$ cat config.mk
export PLATFORM = sky130hd
export DESIGN_NAME = mem_stage
export DESIGN_NICKNAME = d
export VERILOG_FILES = /design/src/rtl/mem_stage.sv
export SDC_FILE = /design/constraint.sdc
export NUM_CORES = 1
export LEC_CHECK = 0
export ABC_AREA = 0
export BUFFER_PORTS_ARGS = -buffer_cell sky130_fd_sc_hd__buf_4
export CAP_MARGIN = 20
export CORE_MARGIN = 2
export CORE_UTILIZATION = 35
export CTS_CLUSTER_SIZE = 24
export DETAILED_ROUTE_END_ITERATION = 8
export GPL_TIMING_DRIVEN = 0
export PLACE_DENSITY = 0.73
export SKIP_CTS_REPAIR_TIMING = 1
export SYNTH_ARGS = -nofsm -noshare
export SYNTH_HDL_FRONTEND = slang
export SYNTH_SLANG_ARGS = --single-unit
$ cat constraint.sdc
create_clock -name clk -period 3.7 [get_ports clk]
set_clock_uncertainty 0.1 [all_clocks]
set_input_delay 0.74 -clock clk [delete_from_list [all_inputs] [get_ports clk]]
set_output_delay 0.74 -clock clk [all_outputs]
set_load 0.01 [all_outputs]
$ cat src/rtl/mem_stage.sv
// mem_stage: memory-access stage of the 16-bit core.
// Drives the single-port data memory, range-checks every access,
// captures load data / ALU results into the MEM/WB register, and keeps
// a sticky fault record plus retired load/store counters.
module mem_stage #(
  parameter int DEPTH = 128,
  parameter int AW    = 8,
  parameter int DW    = 16,
  parameter int RW    = 3
) (
  input  logic          clk,
  input  logic          reset,
  input  logic          ex_valid,
  input  logic [1:0]    ex_op,
  input  logic [AW-1:0] ex_addr,
  input  logic [DW-1:0] ex_wdata,
  input  logic [DW-1:0] ex_alu,
  input  logic [RW-1:0] ex_rd,
  input  logic          ex_regwrite,
  input  logic          hold,
  input  logic          flush,
  output logic [AW-1:0] dm_addr,
  output logic [DW-1:0] dm_din,
  output logic          dm_we,
  input  logic [DW-1:0] dm_dout,
  output logic          wb_valid,
  output logic [RW-1:0] wb_rd,
  output logic [DW-1:0] wb_data,
  output logic          wb_regwrite,
  output logic          fault,
  output logic [AW-1:0] fault_addr,
  output logic [15:0]   load_count,
  output logic [15:0]   store_count
);

  localparam logic [1:0] OP_ALU   = 2'b00;
  localparam logic [1:0] OP_LOAD  = 2'b01;
  localparam logic [1:0] OP_STORE = 2'b10;

  // Extra bit so DEPTH == 2**AW still compares correctly.
  localparam logic [AW:0] LP_DEPTH = (AW+1)'(DEPTH);

  typedef struct packed {
    logic          valid;
    logic [RW-1:0] rd;
    logic [DW-1:0] data;
    logic          regwrite;
  } wb_t;

  logic          w_live;
  logic          w_in_range;
  logic          w_is_alu;
  logic          w_is_ld;
  logic          w_is_st;
  logic          w_st_issue;
  logic          w_fault_hit;
  wb_t           w_wb_next;

  wb_t           r_wb;
  logic          r_st_done;
  logic          r_fault;
  logic [AW-1:0] r_fault_addr;
  logic [15:0]   r_load_count;
  logic [15:0]   r_store_count;

  assign w_live      = ex_valid & ~flush;
  assign w_in_range  = ({1'b0, ex_addr} < LP_DEPTH);
  assign w_is_alu    = (ex_op == OP_ALU);
  assign w_is_ld     = (ex_op == OP_LOAD);
  assign w_is_st     = (ex_op == OP_STORE);

  // A held store writes memory once; st_done blocks the repeats.
  // Reset also gates the write so nothing lands in memory while it is high.
  assign w_st_issue  = w_live & w_is_st & w_in_range & ~r_st_done & ~reset;
  assign w_fault_hit = w_live & (w_is_ld | w_is_st) & ~w_in_range;

  assign dm_addr = ex_addr;
  assign dm_din  = ex_wdata;
  assign dm_we   = w_st_issue;

  // Next MEM/WB contents; out-of-range loads and no-op/store slots return 0.
  always_comb begin
    w_wb_next          = '0;
    w_wb_next.valid    = w_live;
    w_wb_next.rd       = ex_rd;
    w_wb_next.regwrite = w_live & ex_regwrite & (w_is_alu | w_is_ld);
    if (w_is_ld && w_in_range)
      w_wb_next.data = dm_dout;
    else if (w_is_alu)
      w_wb_next.data = ex_alu;
  end

  // MEM/WB register: frozen while downstream holds.
  always_ff @(posedge clk) begin
    if (reset)
      r_wb <= '0;
    else if (!hold)
      r_wb <= w_wb_next;
  end

  // Remember that the currently held store has already written memory.
  always_ff @(posedge clk) begin
    if (reset)
      r_st_done <= 1'b0;
    else if (!hold)
      r_st_done <= 1'b0;
    else if (w_st_issue)
      r_st_done <= 1'b1;
  end

  // Sticky fault; only the first offending address is kept.
  always_ff @(posedge clk) begin
    if (reset) begin
      r_fault      <= 1'b0;
      r_fault_addr <= '0;
    end else if (w_fault_hit && !r_fault) begin
      r_fault      <= 1'b1;
      r_fault_addr <= ex_addr;
    end
  end

  // Retired in-range loads count when the load leaves the stage.
  always_ff @(posedge clk) begin
    if (reset)
      r_load_count <= '0;
    else if (!hold && w_live && w_is_ld && w_in_range)
      r_load_count <= r_load_count + 16'd1;
  end

  // Stores count on the single edge where they actually write.
  always_ff @(posedge clk) begin
    if (reset)
      r_store_count <= '0;
    else if (w_st_issue)
      r_store_count <= r_store_count + 16'd1;
  end

  assign wb_valid    = r_wb.valid;
  assign wb_rd       = r_wb.rd;
  assign wb_data     = r_wb.data;
  assign wb_regwrite = r_wb.regwrite;
  assign fault       = r_fault;
  assign fault_addr  = r_fault_addr;
  assign load_count  = r_load_count;
  assign store_count = r_store_count;

endmodule
==> metrics.txt <==
Mapped Nets=438; Non-Filler Instances=626; Reg clk slew, reported paths=0.07 ns; class of the most critical setup path=in2out; post-synthesis adder-cell area fraction=0.0204; Final Hold Fails=0; Setup crit start kind=primary input; first-pass GRT wire length=13.5 mm; Initial Util=0.356; fin crit period=2.84 ns; DIE HEIGHT=97.7 um; vias per inst=4.97; Total Die Area=9540 um2; Synth Area in XOR/XNOR=0.0485; final wirelength=8.37 mm; Synth Area in Compound Gates=0.123; max cap viols=0; # fillers=785; Slew HR=0.371; final setup fails=0; Mapped Area=3070 um2; # IOs=154; clock root cell=clkbuf_8; status=complete, no violations; # clock sinks=63; CTS HTree Levels=3; core area=8640 um2; Max Fclk=352 MHz; Port Buffers=136; antenna violations before repair=0; Reg area=1260 um2; Longest Clk Path Bufs=2; Seq/Total Area, Yosys=0.411; Multi-input gate area=1540 um2; required time worst endpoint=2.86 ns; DR vias=3114; Total Power=1.57 mW; Slew @ Worst Pin=0.938 ns; largest net degree at the start of global routing=11; DP Worst Slack=0.850 ns; clock latency on the worst-skew pair=0.34 ns; max-slew violation count=0; DRT iter0 DRCs=64; reg2reg path depth=6; hold path depth=2; main combinational cell family by area after synthesis=simple AND/OR/NAND/NOR gates; worst-path fanout max=8; RSZ-0062 raised after global routing=no; Leak=1.88 nW; number of remaining DRC errors=0; layout cell share with drive strength beyond 1=0.355; power per cell area=352 nW/um2; synth warn=0; number of antenna diodes=0; worst hold path type=reg2reg; synthesized flop and latch total=63; Detail Placement HPWL=6.43 mm; crit share post-route=0.768; mux contribution to synthesized area=0.0363; cells after synthesis=366; CP endpoint kind=output port; total track usage=0.173; total gr overflow=0; post-synthesis area per instance=8.39 um2; WP data arrival=2.00 ns; number of antenna-violating nets in the routed design=0; TNS Setup=0 ns; Max VDD drop=0.138 mV; final setup margin=0.860 ns; simple-gate share of the synthesized area=0.271; post-synth cell types=42; vias in the first global route=2906; Final #Nets=585; CTS tree=done; CTS Buf Count=9; GPL Wtd Cong=0.801; Row Count=34; Syn-to-layout area delta=44.9%; total iterations of the first detailed-routing run=4; Wirelength per Cell=13.4 um; placed insts=610; die width=97.7 um; Final Util=0.516
placed cells by master, fill, tap and decap left out, drive strengths merged, types with 6 or more instances in the layout:
cell type,count
buf,162
nand3,27
mux2i,10
nor2,35
or4,7
dfxtp,63
clkbuf,32
o31ai,6
a21o,16
a21oi,33
o21ai,7
nand4,8
or3,7
xor2,10
nand2,44
xnor2,7
synthesized netlist by cell type (all sizes together):
master / count / area share
and3: 3 / 0.0061
nand2b: 3 / 0.0061
dfxtp: 63 / 0.41
nor2b: 4 / 0.0081
mux2: 1 / 0.0037
inv: 4 / 0.0049
nand2: 44 / 0.054
nand4: 8 / 0.016
nor3b: 4 / 0.011
a21oi: 33 / 0.054
nor4: 2 / 0.0041
ha: 5 / 0.020
o21ai: 7 / 0.011
nor3: 2 / 0.0049
mux2i: 10 / 0.033
or2: 2 / 0.0041
o31ai: 6 / 0.015
xor2: 10 / 0.029
nand3: 27 / 0.046
o211ai: 1 / 0.0024
nand4b: 1 / 0.0029
nor2: 35 / 0.043
and4: 4 / 0.011
xnor2: 7 / 0.020
or4: 7 / 0.018
a31oi: 1 / 0.0020
a21o: 16 / 0.039
and3b: 1 / 0.0029
clkbuf: 19 / 0.023
or3: 7 / 0.016
buf: 26 / 0.062
nand4bb: 2 / 0.013
and4bb: 1 / 0.0041
state kept, by name, indices dropped and copies added (netlist names):
register,cells
load_count,16
store_count,16
wb_data,16
fault_addr,8
wb_rd,3
fault,1
r_st_done,1
wb_regwrite,1
wb_valid,1
metrics by stage:
stage / hold WS [ns] / cell area, um2
after floorplan: 0.376 / 3070
after detailed placement: 0.353 / 4230
after CTS: 0.364 / 4450
after global placement: 0.344 / 4230
final: 0.365 / 4450
after global routing: 0.380 / 4450
critical path, stage by stage:
cell	delay, ns
buf_4	0.11
inv_1	0.07
ha_1	0.17
nor3b_2	0.46
nand2_1	0.19
nor2_1	0.13
buf_4	0.13
metal layers:
| layer | up-vias | share of wire | wire, um | global-route usage |
|---|---|---|---|---|
| li1 | 1541 | - | - | - |
| met3 | 16 | 0.081 | 676 | 0.0669 |
| met1 | 1431 | 0.42 | 3510 | 0.202 |
| met5 | - | 0 | 0 | 0 |
| met2 | 126 | 0.48 | 4030 | 0.290 |
| met4 | 0 | 0.019 | 155 | 0.0620 |
worst paths after layout:
path | from | end | slack, ns
max | ex_op[0] | dm_we | 0.86
min | wb_data[11]$_SDFFE_PP0N_ | wb_data[11]$_SDFFE_PP0N_ | 0.36
max reg2reg | store_count[0]$_SDFFE_PP0P_ | store_count[12]$_SDFFE_PP0P_ | 1.67
min reg2reg | wb_data[11]$_SDFFE_PP0N_ | wb_data[11]$_SDFFE_PP0N_ | 0.36
cell families (layout without fill, tap and decap cells):
kind of cell    after synthesis  after routing
flops                        63             63
simple gates                157            157
xor+xnor                     17             17
compound gates               64             64
buf+inv                      49            201
fa+ha+maj                     5              5
mux                          11             11
cell type report:
| type | count | area share |
|---|---|---|
| multi-input cells | 254 | 0.345 |
| flip-flops and latches | 63 | 0.283 |
| repair buffers | 136 | 0.229 |
| plain buffers | 45 | 0.0585 |
| clock buffers | 13 | 0.0357 |
| well taps | 108 | 0.0304 |
| clock inverters | 3 | 0.0146 |
| inverters | 4 | 0.00337 |
power by group:
part           total (mW)  internal, mW  switching [mW]  leakage (nW)
Sequential          0.696         0.690         0.00676         0.510
Combinational       0.188         0.104          0.0847          1.25
Clock               0.682         0.416           0.266         0.114
Total                1.57          1.21           0.358          1.88
Note: power is estimated with default switching activity, not from simulation.
